<file path="src/rtl/snax_hwpe_tcdm_arbiter.sv">
// Round-robin arbiter that funnels several HWPE streamer TCDM masters into
// one reqrsp TCDM port. The grant stays locked on one master while the memory
// stalls. Accepted requests are recorded in order, so that in-order responses
// can be routed back to the master that issued them.
module snax_hwpe_tcdm_arbiter #(
  parameter int unsigned NumPorts     = 3,
  parameter int unsigned AddrWidth    = 48,
  parameter int unsigned DataWidth    = 64,
  parameter int unsigned RspFifoDepth = 8
) (
  input  logic                      clk_i,
  input  logic                      rst_ni,
  input  logic [NumPorts-1:0]       hwpe_req_i,
  output logic [NumPorts-1:0]       hwpe_gnt_o,
  input  logic [NumPorts*32-1:0]    hwpe_add_i,
  input  logic [NumPorts-1:0]       hwpe_wen_i,
  input  logic [NumPorts*32-1:0]    hwpe_data_i,
  output logic [31:0]               hwpe_rdata_o,
  output logic [NumPorts-1:0]       hwpe_rvalid_o,
  output logic                      tcdm_q_valid_o,
  input  logic                      tcdm_q_ready_i,
  output logic [AddrWidth-1:0]      tcdm_q_addr_o,
  output logic                      tcdm_q_write_o,
  output logic [DataWidth-1:0]      tcdm_q_data_o,
  output logic [DataWidth/8-1:0]    tcdm_q_strb_o,
  input  logic                      tcdm_p_valid_i,
  input  logic [DataWidth-1:0]      tcdm_p_data_i,
  output logic                      rsp_err_o
);

  localparam int unsigned PortW = (NumPorts > 1) ? $clog2(NumPorts) : 1;
  localparam int unsigned PtrW  = (RspFifoDepth > 1) ? $clog2(RspFifoDepth) : 1;
  localparam int unsigned CntW  = PtrW + 1;

  typedef enum logic {IDLE, HOLD} state_e;

  typedef struct packed {
    logic [PortW-1:0] port;
    logic             is_read;
    logic             add2;
  } ord_t;

  state_e           state_q, state_d;
  logic [PortW-1:0] rr_q, rr_d;
  logic [PortW-1:0] hold_q, hold_d;
  logic [PortW-1:0] win_idx, sel;
  logic             any_req;
  logic             q_valid, push, pop;
  logic             fifo_full, fifo_empty;
  logic [PtrW-1:0]  wr_ptr_q, rd_ptr_q;
  logic [CntW-1:0]  cnt_q;
  logic             err_q;
  ord_t             mem_q [RspFifoDepth];
  ord_t             head, push_entry;
  logic [31:0]      sel_add, sel_data;
  logic             sel_wen;
  logic             unused_add_bits;

  // Increment a port index, wrapping at NumPorts.
  function automatic logic [PortW-1:0] next_port(input logic [PortW-1:0] p);
    logic [PortW:0] n;
    n = {1'b0, p} + (PortW+1)'(1);
    if (n >= (PortW+1)'(NumPorts)) n = '0;
    return n[PortW-1:0];
  endfunction

  assign fifo_full  = (cnt_q == CntW'(RspFifoDepth));
  assign fifo_empty = (cnt_q == '0);

  // Round-robin search: first requesting master at or above the rr pointer.
  always_comb begin
    logic [PortW:0] k;
    k       = '0;
    any_req = 1'b0;
    win_idx = '0;
    for (int i = 0; i < NumPorts; i++) begin
      k = {1'b0, rr_q} + (PortW+1)'(i);
      if (k >= (PortW+1)'(NumPorts)) k = k - (PortW+1)'(NumPorts);
      if (!any_req && hwpe_req_i[k[PortW-1:0]]) begin
        any_req = 1'b1;
        win_idx = k[PortW-1:0];
      end
    end
  end

  // Arbitration FSM: 0-cycle grant when ready, otherwise lock the winner.
  always_comb begin
    state_d    = state_q;
    rr_d       = rr_q;
    hold_d     = hold_q;
    sel        = win_idx;
    q_valid    = 1'b0;
    push       = 1'b0;
    hwpe_gnt_o = '0;
    unique case (state_q)
      IDLE: begin
        // Fullness is sampled before any same-cycle pop.
        if (any_req && !fifo_full) begin
          q_valid = 1'b1;
          if (tcdm_q_ready_i) begin
            push                = 1'b1;
            hwpe_gnt_o[win_idx] = 1'b1;
            rr_d                = next_port(win_idx);
          end else begin
            hold_d  = win_idx;
            state_d = HOLD;
          end
        end
      end
      HOLD: begin
        // Entry into HOLD guaranteed a free slot; only pops happen meanwhile.
        sel     = hold_q;
        q_valid = 1'b1;
        if (tcdm_q_ready_i) begin
          push               = 1'b1;
          hwpe_gnt_o[hold_q] = 1'b1;
          rr_d               = next_port(hold_q);
          state_d            = IDLE;
        end
      end
      default: state_d = IDLE;
    endcase
  end

  // Payload of the selected master.
  always_comb begin
    sel_add  = '0;
    sel_data = '0;
    sel_wen  = 1'b0;
    for (int i = 0; i < NumPorts; i++) begin
      if (sel == PortW'(i)) begin
        sel_add  = hwpe_add_i[i*32 +: 32];
        sel_data = hwpe_data_i[i*32 +: 32];
        sel_wen  = hwpe_wen_i[i];
      end
    end
  end

  // Byte offset bits are dropped by the double-word alignment.
  assign unused_add_bits = ^sel_add[1:0];

  assign tcdm_q_valid_o = q_valid;
  assign tcdm_q_addr_o  = AddrWidth'({sel_add[31:3], 3'b000});
  assign tcdm_q_write_o = ~sel_wen;
  assign tcdm_q_data_o  = DataWidth'({sel_data, sel_data});
  assign tcdm_q_strb_o  = sel_wen ? '1 : (sel_add[2] ? 8'hF0 : 8'h0F);

  assign push_entry = '{port: sel, is_read: sel_wen, add2: sel_add[2]};
  assign head       = mem_q[rd_ptr_q];
  assign pop        = tcdm_p_valid_i && !fifo_empty;

  // Route a read response to its owner; write responses are dropped.
  always_comb begin
    hwpe_rvalid_o = '0;
    hwpe_rdata_o  = '0;
    if (pop && head.is_read) begin
      hwpe_rvalid_o[head.port] = 1'b1;
      hwpe_rdata_o = head.add2 ? tcdm_p_data_i[63:32] : tcdm_p_data_i[31:0];
    end
  end

  assign rsp_err_o = err_q;

  // Control state: FSM, rr pointer, order FIFO pointers and sticky error.
  always_ff @(posedge clk_i or negedge rst_ni) begin
    if (!rst_ni) begin
      state_q  <= IDLE;
      rr_q     <= '0;
      hold_q   <= '0;
      wr_ptr_q <= '0;
      rd_ptr_q <= '0;
      cnt_q    <= '0;
      err_q    <= 1'b0;
    end else begin
      state_q <= state_d;
      rr_q    <= rr_d;
      hold_q  <= hold_d;
      if (push) wr_ptr_q <= wr_ptr_q + PtrW'(1);
      if (pop)  rd_ptr_q <= rd_ptr_q + PtrW'(1);
      unique case ({push, pop})
        2'b10:   cnt_q <= cnt_q + CntW'(1);
        2'b01:   cnt_q <= cnt_q - CntW'(1);
        default: cnt_q <= cnt_q;
      endcase
      if (tcdm_p_valid_i && fifo_empty) err_q <= 1'b1;
    end
  end

  // Order FIFO storage; validity is tracked by the pointers alone.
  always_ff @(posedge clk_i) begin
    if (push) mem_q[wr_ptr_q] <= push_entry;
  end

endmodule
</file>
<file path="config.mk">
export PLATFORM = sky130hd
export DESIGN_NAME = snax_hwpe_tcdm_arbiter
export DESIGN_NICKNAME = d
export VERILOG_FILES = /design/src/rtl/snax_hwpe_tcdm_arbiter.sv
export SDC_FILE = /design/constraint.sdc
export NUM_CORES = 1
export LEC_CHECK = 0
export ABC_AREA = 1
export CORE_AREA = 2 2 167 169
export CTS_BUF_LIST = sky130_fd_sc_hd__clkbuf_2 sky130_fd_sc_hd__clkbuf_4 sky130_fd_sc_hd__clkbuf_8
export DETAILED_ROUTE_END_ITERATION = 8
export DIE_AREA = 0 0 169 171
export PLACE_DENSITY = 0.61
export SYNTH_ARGS = -nofsm -noshare
export SYNTH_HDL_FRONTEND = slang
export SYNTH_SLANG_ARGS = --single-unit
</file>
<file path="constraint.sdc">
create_clock -name clk_i -period 6 [get_ports clk_i]
set_input_delay 1.5 -clock clk_i [delete_from_list [all_inputs] [get_ports clk_i]]
set_output_delay 1.5 -clock clk_i [all_outputs]
set_load 0.05 [all_outputs]
</file>
**Word-level counts from Yosys, hierarchy flattened**

Memories as Yosys holds them, arrays and structs flattened.
Index checks and enable logic that the tools add are counted.

- Register bits after elaboration: 16
- RAM bits: 32
- Bits of input ports: 266
- Output and inout port bits: 161
- Word-level logic and storage cells: 119
- Memories: 1

- Add/subtract/negate cells: 11
- Order comparisons: 14
- Equal/unequal tests: 8
- Multiplexer cells: 57
- Bitwise operators: 3
- Reduce and logical (&&, ||, !) cells: 18

Memory list:

| memory | words | bits a word | rd ports | clocked after memory_dff | wr ports | RTL line | source |
|---|---|---|---|---|---|---|---|
| mem_q | 8 | 4 | 1 | 0 | 1 | 53 | `ord_t mem_q [RspFifoDepth];` |

Operators with widths:

| operator | count |
|---|---|
| $mux 32 | 8 |
| $mux 2 | 12 |
| $mux 1 | 19 |
| $lt 2x3->1 const B | 6 |
| $mux 8 | 2 |
| $ge 3x2->1 const B | 4 |
| $mux 3 | 4 |
| $add 2x1->3 const B | 3 |
| $logic_and 1x1->1 | 9 |
| $pmux 4 s2 | 1 |
| $add 3x1->3 const B | 2 |
| $bmux 1 s2 | 3 |
| $demux 1 s2 | 3 |
| $ge 2x1->1 const B | 3 |
| $ne 2x2->1 const B | 3 |
| $pmux 1 s2 | 3 |
| $pmux 3 s2 | 1 |
| $reduce_and 3->1 | 2 |
| $sub 2x2->2 const B | 3 |
| $add 4x1->4 const B | 1 |
| $eq 2x1->1 const B | 2 |
| $eq 2x2->1 const B | 2 |
| $eq 4x4->1 const B | 1 |
| $logic_not 1->1 | 4 |
| other kinds (8) | 10 |

**Depth between registers and ports, before layout**

Gate-level depths: netlist of the first run.

- Word-level depth: 18
- Depth in mapped cells: 17
- Gate-level depth less buffers: 17

**Worst setup path after synthesis of the first run**

Ideal clock, no wire load.

- Kind: input-to-output
- From: input hwpe_req_i[2]
- To: output tcdm_q_strb_o[5]
- Arrival time: 3.678 ns
- Required time: 4.500 ns
- Setup slack: 0.822 ns
- Cell stages on the path: 11
- Buffers on the path: 1
- Cell sequence: inv_1 > o21ai_1 > nand2_2 > o21ai_1 > nand3_1 > nand2_2 > inv_2 > nand2_1 > nand3_1 > nand2_1 > buf_4

- Longest elaborated chain between the ends: 16
- Elaborated cells on any way between the ends: 27
- Classes of those cells: 2 x eq/ne; 20 x mux; 5 x reduce/logical

Ends and longest elaborated chain:

| item | RTL line | source |
|---|---|---|
| from (decl) | 13 | `input logic [NumPorts-1:0] hwpe_req_i,` |
| $bmux 1 s2 | 79 | `if (!any_req && hwpe_req_i[k[PortW-1:0]]) begin` |
| $mux 1 (not written as such) | 79 |  |
| $mux 1 | 79 |  |
| $logic_not 1->1 | 79 |  |
| $logic_and 1x1->1 | 79 |  |
| $mux 1 | 79 |  |
| $logic_not 1->1 | 79 |  |
| $logic_and 1x1->1 | 79 |  |
| $mux 2 (*) | 79 |  |
| $mux 2 (*) | 95 | `unique case (state_q)` |
| net sel[0] | 46 | `logic [PortW-1:0] win_idx, sel;` |
| $logic_not 2->1 | 131 | `if (sel == PortW'(i)) begin` |
| $mux 32 (3 in series) | 131 |  |
| $mux 8 | 146 | `assign tcdm_q_strb_o = sel_wen ? '1 : (sel_add[2] ? 8'hF0 : 8'h0F);` |
| $mux 8 (*) | 146 |  |
| to (decl) | 25 | `output logic [DataWidth/8-1:0] tcdm_q_strb_o,` |

The timed path passes the listed nets; every way through them passes the cells marked *. The select of a mux whose other input is x is not followed.

**Final worst setup path of the first run**

- From: input hwpe_req_i[2]
- To: output tcdm_q_data_o[15]

- Longest elaborated chain between the ends: 14
- Elaborated cells on any way between the ends: 22
- Classes of those cells: 2 x eq/ne; 15 x mux; 5 x reduce/logical

Ends and longest elaborated chain:

| item | RTL line | source |
|---|---|---|
| $bmux 1 s2 | 79 |  |
| $mux 1 (not written as such) | 79 |  |
| $mux 1 | 79 |  |
| $logic_not 1->1 | 79 |  |
| $logic_and 1x1->1 | 79 |  |
| $mux 1 | 79 |  |
| $logic_not 1->1 | 79 |  |
| $logic_and 1x1->1 | 79 |  |
| $mux 2 (*) | 79 |  |
| $mux 2 (*) | 95 |  |
| $logic_not 2->1 | 131 |  |
| $mux 32 (2 in series) | 131 |  |
| $mux 32 (*) | 131 |  |
| to (decl) | 24 | `output logic [DataWidth-1:0] tcdm_q_data_o,` |

Mark *: on every way between the ends. The rest lies on a longest branch, timed or not. The select of a mux whose other input is x is not followed.

==> impl_metrics.yaml, run 1 <==
worst_setup_path:
  worstSetupStartpointType: "primary input"
  required_ns: 4.50
  worst_setup_path_end_kind: "primary output"
  critical_path.max_fanout: 28
  critical_path.max_stage_delay_ns: 0.51
  timing.reg2reg.worst_path_depth: 17
  arr_time_crit_path_ns: 4.05
  critical-path-slowest-cell: "clkdlybuf4s50_1"
  timing.setup.critical_path_class: "in2out"
  worstPathCellList: "clkdlybuf4s50_1, inv_1, o21ai_1, nand2_2, o21ai_1, nand3_1, nand2_2, nand2_2, inv_2, buf_12, nand2_1, nand3_1, buf_12"
  crit_path_frequent_cell: "nand2_2"
timing:
  fin_setup_tns_ns: 0
  timing.final.max_slew_violations: 0
  finalSetupViolCount: 0
  postLayoutSetupSlackWorst_ns: 0.449
  max_freq_mhz: 180
  worst-slew-pin-transition_ns: 0.954
  timing.final.crit_share_pct: 92.5
  period_needed_ns: 5.55
  rsz0062_at_grt: "false"
  fin_skew_ns: 0.00649
  timing.final.hold_violations: 0
  slew_headroom_pct: 36.3
global_routing:
  grt_antenna_before_repair: 2
  met3_layer_usage_reported_by_global_route_pct: 3.68
  vias_in_the_first_global_route: 5506
  global_route.usage.met2_pct: 25.6
  wire_length_of_the_first_global_routing_pass_um: 29600
  grt_max_degree: 39
  grt_util_met1_pct: 13.6
  grt.busiest_layer: "met2"
  grtUsageTotal_pct: 13.0
  grt_overflow_total: 0
yosys:
  synth_cell_type_count: 31
  avgSynthCellArea_sq_um: 6.46
  ys_seq_area_share_pct: 29.0
  ys_ff_latch: 48
  netlist_area_before_placement_sq_mm: 0.00469
  synth_warnings: 0
  syn-instance-count: 726
  synth_async_sr_flop_share_pct: 33.3
  postSynth.topFlopCell: "edfxtp_1"
  number_of_enable_type_register_cells_in_the_synthesized_netlist: 32
layout:
  area.growth.synth_to_final_pct: 112
  num-nets-final: 1323
  layout.cells.non_filler: 1396
  fin_area_sq_mm: 0.00995
  drive_above_1_share_pct: 16.1
  layout_common_cells: "nand2_1 (305), clkdlybuf4s50_1 (264), buf_12 (133), nand3_1 (85), a21oi_1 (37)"
  commonest_non_fill_non_tap_cell_in_the_layout: "nand2_1"
clocking:
  hold_fix_buffers_at_cts: 0
  cts_max_level: 2
  clk_root_buffer_cell: "clkbuf_8"
  clock_sinks: 48
  cts-buffers-inserted: 5
  clk-insertion-delay-late_ns: 0.30
  cts_setup_buffers: 0
  cts_resized: 0
  cts_tree: "built"
  clock_tree.buffer_depth: 2
  clk_pin_slew_worst_paths_ns: 0.08
status:
  status: "finished clean"
hold_path:
  count_of_cells_along_the_worst_hold_path: 1
  classification_of_the_worst_slack_hold_path: "reg2reg"
placement:
  dp.cells: 1387
  place.detailed.hpwl_um: 17800
  place_area_sq_mm: 0.00979
  port_buffers: 401
  detailedPlace.worstSlack_ns: 0.384
  gp_congestion: 0.798
die:
  rows: 61
  dieArea_sq_mm: 0.0289
  initial_utilization_pct: 17.2
  io_pins: 427
  die-height_um: 171
  chipWidth_um: 169
  placeable_core_region_sq_mm: 0.0273
routing:
  post_drt_wl_per_cell_um: 14.8
  dr.pass1.iters: 4
  initialDrtViolationCount: 209
  vias_per_cell: 4.10
  postRouteWirelength_um: 20700
  drc_errors: 0
  detail_route_antenna_nets: 0
  route.vias.total: 5717
job:
  maxCapViolations: 0
metal layers:
layer  wire length (um)  share of wire, %
met5                 12             0.058
met4                401               1.9
met3               1870               9.0
met2              11100                53
met1               7390                36
cell usage after synthesis (2+ instances only):
library cell | n | area, sq um
nand2_1 | 306 | 1150
edfxtp_1 | 32 | 961
or2_2 | 2 | 12.5
nand2_2 | 4 | 25.0
xor2_1 | 5 | 43.8
a21oi_1 | 37 | 185
xnor2_1 | 2 | 17.5
o22ai_1 | 5 | 31.3
buf_2 | 19 | 95.1
o21ai_1 | 2 | 10.0
nor2_1 | 30 | 113
inv_2 | 3 | 11.3
o21ai_0 | 24 | 120
o221ai_1 | 2 | 17.5
dfrtp_1 | 16 | 400
nand4_1 | 4 | 25.0
clkbuf_1 | 5 | 18.8
inv_1 | 33 | 124
buf_4 | 86 | 646
nand3_1 | 85 | 425
buf_6 | 6 | 67.6
ha_1 | 9 | 113
kinds of logic after synthesis:
group           synth area share (%)
simple gates                    38.0
buf+inv                         20.5
compound gates                  8.65
flops                           29.0
fa+ha+maj                       2.40
xor+xnor                        1.31
other cells                   0.0800
layout make-up:
type | instances | area [sq um]
Timing Repair Buffer | 413 | 5430
Antenna cell | 1 | 2.50
Tap cell | 346 | 433
Multi-Input combinational cell | 544 | 2430
Fill cell | 2833 | 17400
Inverter | 36 | 135
Clock buffer | 5 | 68.8
Clock inverter | 3 | 90.1
Sequential cell | 48 | 1360
through the flow:
stage,util [%],hold WS [ns]
after floorplan,-,0.468
after global placement,35.8,0.453
after detailed placement,35.8,0.466
after CTS,36.4,0.484
after global routing,36.4,0.501
final,36.4,0.477
state kept, by name, summed over array words and instances (netlist names):
name	cells
rsp_err_o	1
rd_ptr_q	3
cnt_q	4
wr_ptr_q	3
rr_q	2
mem_q	32
hold_q	2
state_q	1
worst paths after layout:
| check | start | endpoint | slack [ns] |
|---|---|---|---|
| worst min-delay path | rsp_err_o$_DFFE_PN0P_ | rsp_err_o$_DFFE_PN0P_ | 0.48 |
| worst max-delay path | hwpe_req_i[2] | tcdm_q_data_o[15] | 0.45 |
| worst min register to register | rsp_err_o$_DFFE_PN0P_ | rsp_err_o$_DFFE_PN0P_ | 0.48 |
| max in group asynchronous | rst_ni | rr_q[1]$_DFFE_PN0P_ | 3.87 |
| worst max register to register | rr_q[0]$_DFFE_PN0P_ | cnt_q[2]$_DFFE_PN0P_ | 3.00 |
| min in group asynchronous | rst_ni | cnt_q[3]$_DFFE_PN0P_ | 1.65 |
worst max-delay path, delay by kind of cell:
kind	cells	cell delay, ns
AOI/OAI and AO/OA	2	0.34
buffers and inverters	5	1.40
and+or+nand+nor	6	0.78
Power of run 1 is left out: the tool's default activity adds up to more than one toggle a clock period on the data nets, which glitch-free logic cannot reach.
==> inputs of run 2 (changes only) <==
--- a/config.mk
+++ b/config.mk
@@ -11,6 +11,7 @@
 export DETAILED_ROUTE_END_ITERATION = 8
 export DIE_AREA = 0 0 169 171
 export PLACE_DENSITY = 0.61
+export SETUP_SLACK_MARGIN = 0.1
 export SYNTH_ARGS = -nofsm -noshare
 export SYNTH_HDL_FRONTEND = slang
 export SYNTH_SLANG_ARGS = --single-unit
==> results of run 2 <==
Same layout as run 1: the final DEF is identical, and so are final timing and power.
Power of run 2 is left out for the same reason.
==> RTL change 1, RTL diff (config.mk and constraints of run 1) <==
Put one more register stage on the output `rsp_err_o`. The value now appears one clock later. The other outputs are not delayed to match.
--- a/src/rtl/snax_hwpe_tcdm_arbiter.sv
+++ b/src/rtl/snax_hwpe_tcdm_arbiter.sv
@@ -159,7 +159,9 @@
     end
   end
 
-  assign rsp_err_o = err_q;
+  always_ff @(posedge clk_i) begin
+    rsp_err_o <= err_q;
+  end
 
   // Control state: FSM, rr pointer, order FIFO pointers and sticky error.
   always_ff @(posedge clk_i or negedge rst_ni) begin
Check against the original RTL: not equivalent (Yosys sat finds a counterexample within 4 cycles, from zero or initial values and one cycle with rst_ni low).
==> RTL change 1 against run 1 <==
Sequential share of layout area grew 0.17 points. Wire length decreased by 1.2%. Worst setup slack worse by 0.033 ns. Area after synthesis up 0.43%. Worst hold slack worse by 0.085 ns. Cell area up 0.23%. Critical path depth did not move. Global-route usage barely moved. Sequential cell count increased by 1. Critical endpoint is now tcdm_q_data_o[35]. Largest cell class unchanged. Highest routed layer unchanged.
Power is left out: the tool's default activity adds up to more than one toggle a clock period on the data nets, which glitch-free logic cannot reach.
==> RTL change 1: results <==
status:
  status: "complete, no violations"
logic_synthesis:
  synthAdderAreaFrac: 0.02392
  seq_area_frac_synth: 0.2934
  yosys-top-cells-area: "nand2_1, edfxtp_1, buf_4"
  synth_compound_area_frac: 0.08610
  ys_async_sr_fraction: 0.3265
  synth.distinct_cells: 32
global_route:
  grtUsageMet3: 0.03840
  grt_start_max_net_pins: 52
  first_global_vias: 5450
  use_met2: 0.2589
  antenna_found_initial: 3
timing:
  hold_slack_ns: 0.3915
  fin_worst_skew_ns: 0.008474
final_layout:
  drive_above_1_share: 0.1610
  nets: 1324
  fill_cells: 2801
placed_design:
  place_area_um2: 9834
  dp_slack_ns: 0.3674
  globalplace.congestion: 0.8060
route:
  wl_per_cell_um: 14.65
  wl_met3_um: 1765
  via_per_inst: 4.095
  met1_length_um: 7389
min_path:
  hold_start: "err_q"
  min_path_cells: 0
  min_delay_worst_endpoint: "rsp_err_o"
worst_setup_path:
  reg2reg_setup_slack_ns: 2.97
  arrival_ns: 4.08
  crit_fanout: 30
[RTL change 1: changes by cell type in the layout (fill, tap and decap cells not counted), sizes merged]
cell,run 1,this run
bufinv,3,2
clkinv,0,1
dfxtp,0,1
diode,1,2
[RTL change 1: cell type report]
class	count	area, µm²	share of cell area
multi-input cells	544	2435	0.2441
inverters	36	135.1	0.01355
clock inverters	3	65.06	0.006524
flip-flops and latches	49	1381	0.1385
well taps	346	432.9	0.04341
repair buffers	413	5450	0.5465
diodes	2	5.005	0.0005018
clock buffers	5	68.82	0.006900
[RTL change 1: worst max-delay path by stage]
stage | startpoint | end | cells past startpoint
after CTS | hwpe_req_i[2] | tcdm_q_data_o[17] | 13
after global placement | hwpe_req_i[2] | tcdm_q_data_o[39] | 13
final | hwpe_req_i[2] | tcdm_q_data_o[35] | 13
after detailed placement | hwpe_req_i[2] | tcdm_q_data_o[17] | 13
after global routing | hwpe_req_i[2] | tcdm_q_data_o[17] | 13
after floorplan | hwpe_req_i[2] | tcdm_q_strb_o[5] | 11
==> RTL change 2, RTL diff (settings of run 1) <==
Without the edit above. Set the parameter `DataWidth` to 68 (it was 64).
--- a/src/rtl/snax_hwpe_tcdm_arbiter.sv
+++ b/src/rtl/snax_hwpe_tcdm_arbiter.sv
@@ -5,7 +5,7 @@
 module snax_hwpe_tcdm_arbiter #(
   parameter int unsigned NumPorts     = 3,
   parameter int unsigned AddrWidth    = 48,
-  parameter int unsigned DataWidth    = 64,
+  parameter int unsigned DataWidth    = 68,
   parameter int unsigned RspFifoDepth = 8
 ) (
   input  logic                      clk_i,
Interface: changed (resized tcdm_p_data_i and tcdm_q_data_o); port bits go from 427 to 435. The function was not compared with the original's and may differ.
==> RTL change 2 against run 1 <==
Sequential cell count stayed put. Critical path depth stayed put. Cell area is 0.19% higher. Worst setup slack worse by 0.041 ns. Wire length is 2.0% higher. Area after synthesis is 0.64% higher. Sequential share of layout area hardly changed. Critical path type unchanged.
Power is not shown: default switching activity piles up to over one toggle a cycle in this logic, so the estimate is an artifact.
==> RTL change 2: results <==
final_layout:
  fill_cells: 2798
  largest_registers: "mem_q (32), cnt_q (4)"
  nets: 1329
  drive_above_1_share: 0.1589
  fin_area_um2: 9970
logic_synthesis:
  synth_compound_area_frac: 0.08592
  synth_ff_type: "edfxtp_1"
  seq_area_frac_synth: 0.2885
  synthAdderAreaFrac: 0.02387
  synth_enable_flop_cells: 32
  yosys-top-cells-area: "nand2_1, edfxtp_1, buf_4"
  synth_common_cells: "nand2_1, buf_4, nand3_1"
  ys_async_sr_fraction: 0.3333
  yosys_warnings: 0
  synth-xor-area-share: 0.01299
  synth.distinct_cells: 31
placed_design:
  placement.io_buffers: 401
  globalplace.congestion: 0.7987
  dp_slack_ns: 0.4444
  hpwl_um: 18230
  place_area_um2: 9827
clock_tree:
  numCtsBuffers: 5
  clockBufferDepth: 2
  cts_resized: 0
  htreeDepth: 2
  cts_root_buffer: "clkbuf_8"
global_route:
  grt_pass1_wl_um: 29810
  track_usage: 0.1336
  antenna_found_initial: 2
  grt_start_max_net_pins: 61
  first_global_vias: 5378
status:
  status: "complete, no violations"
route:
  first_iter_violations: 177
  wl_um: 21140
  via_per_inst: 4.076
worst_setup_path:
  crit_fanout: 25
  arrival_ns: 4.09
timing:
  fin_worst_skew_ns: 0.01779
  slew_headroom: 0.3843
min_path:
  hold_class: "register to register"
RTL change 2: final timing paths:
| check | startpoint | end | slack, ns | cells past startpoint |
|---|---|---|---|---|
| worst max register to register | rr_q[0] | cnt_q[2] | 3.02 | 17 |
| worst min-delay path | rsp_err_o | rsp_err_o | 0.49 | 1 |
| max in group asynchronous | rst_ni | rd_ptr_q[1] | 3.83 | 1 |
| min in group asynchronous | rst_ni | wr_ptr_q[0] | 1.66 | 1 |
| worst max-delay path | hwpe_req_i[2] | tcdm_q_data_o[14] | 0.41 | 13 |
| worst min register to register | rsp_err_o | rsp_err_o | 0.49 | 1 |
RTL change 2: stage by stage:
step	cells	hold slack (ns)
finish	1399	0.4863
CTS	1397	0.4985
global route	1397	0.5229
global placement	1389	0.4514
detailed placement	1389	0.4774
floorplan	752	0.4678
RTL change 2: layout make-up:
type	count	area, µm²	area share
antenna	2	5.005	0.0005020
clock buffer	5	68.82	0.006903
clock inverter	3	68.82	0.006903
inverter	36	135.1	0.01355
multi-input combinational	548	2450	0.2457
sequential	48	1361	0.1365
tap	346	432.9	0.04342
timing repair buffer	411	5448	0.5464
RTL change 2: cells by family after synthesis:
kind of cell / after synthesis
xor+xnor: 7
simple gates: 434
fa+ha+maj: 9
compound gates: 75
buf+inv: 156
other cells: 1
flops: 48
RTL change 2: worst max-delay path, cell delays in order:
cell             delay (ns)
clkdlybuf4s50_1        0.51
inv_1                  0.06
o21ai_1                0.18
nand2_2                0.14
o21ai_1                0.20
nand3_1                0.11
nand2_2                0.16
inv_2                  0.14
nor2_8                 0.37
buf_12                 0.22
nand2_1                0.06
nand3_1                0.22
buf_12                 0.18
RTL change 2: routing by layer:
metal,GRT usage,part of all wire
met5,0,0
met2,0.2753,0.55
met1,0.1357,0.35
met4,0.01226,0.0042
met3,0.03979,0.089
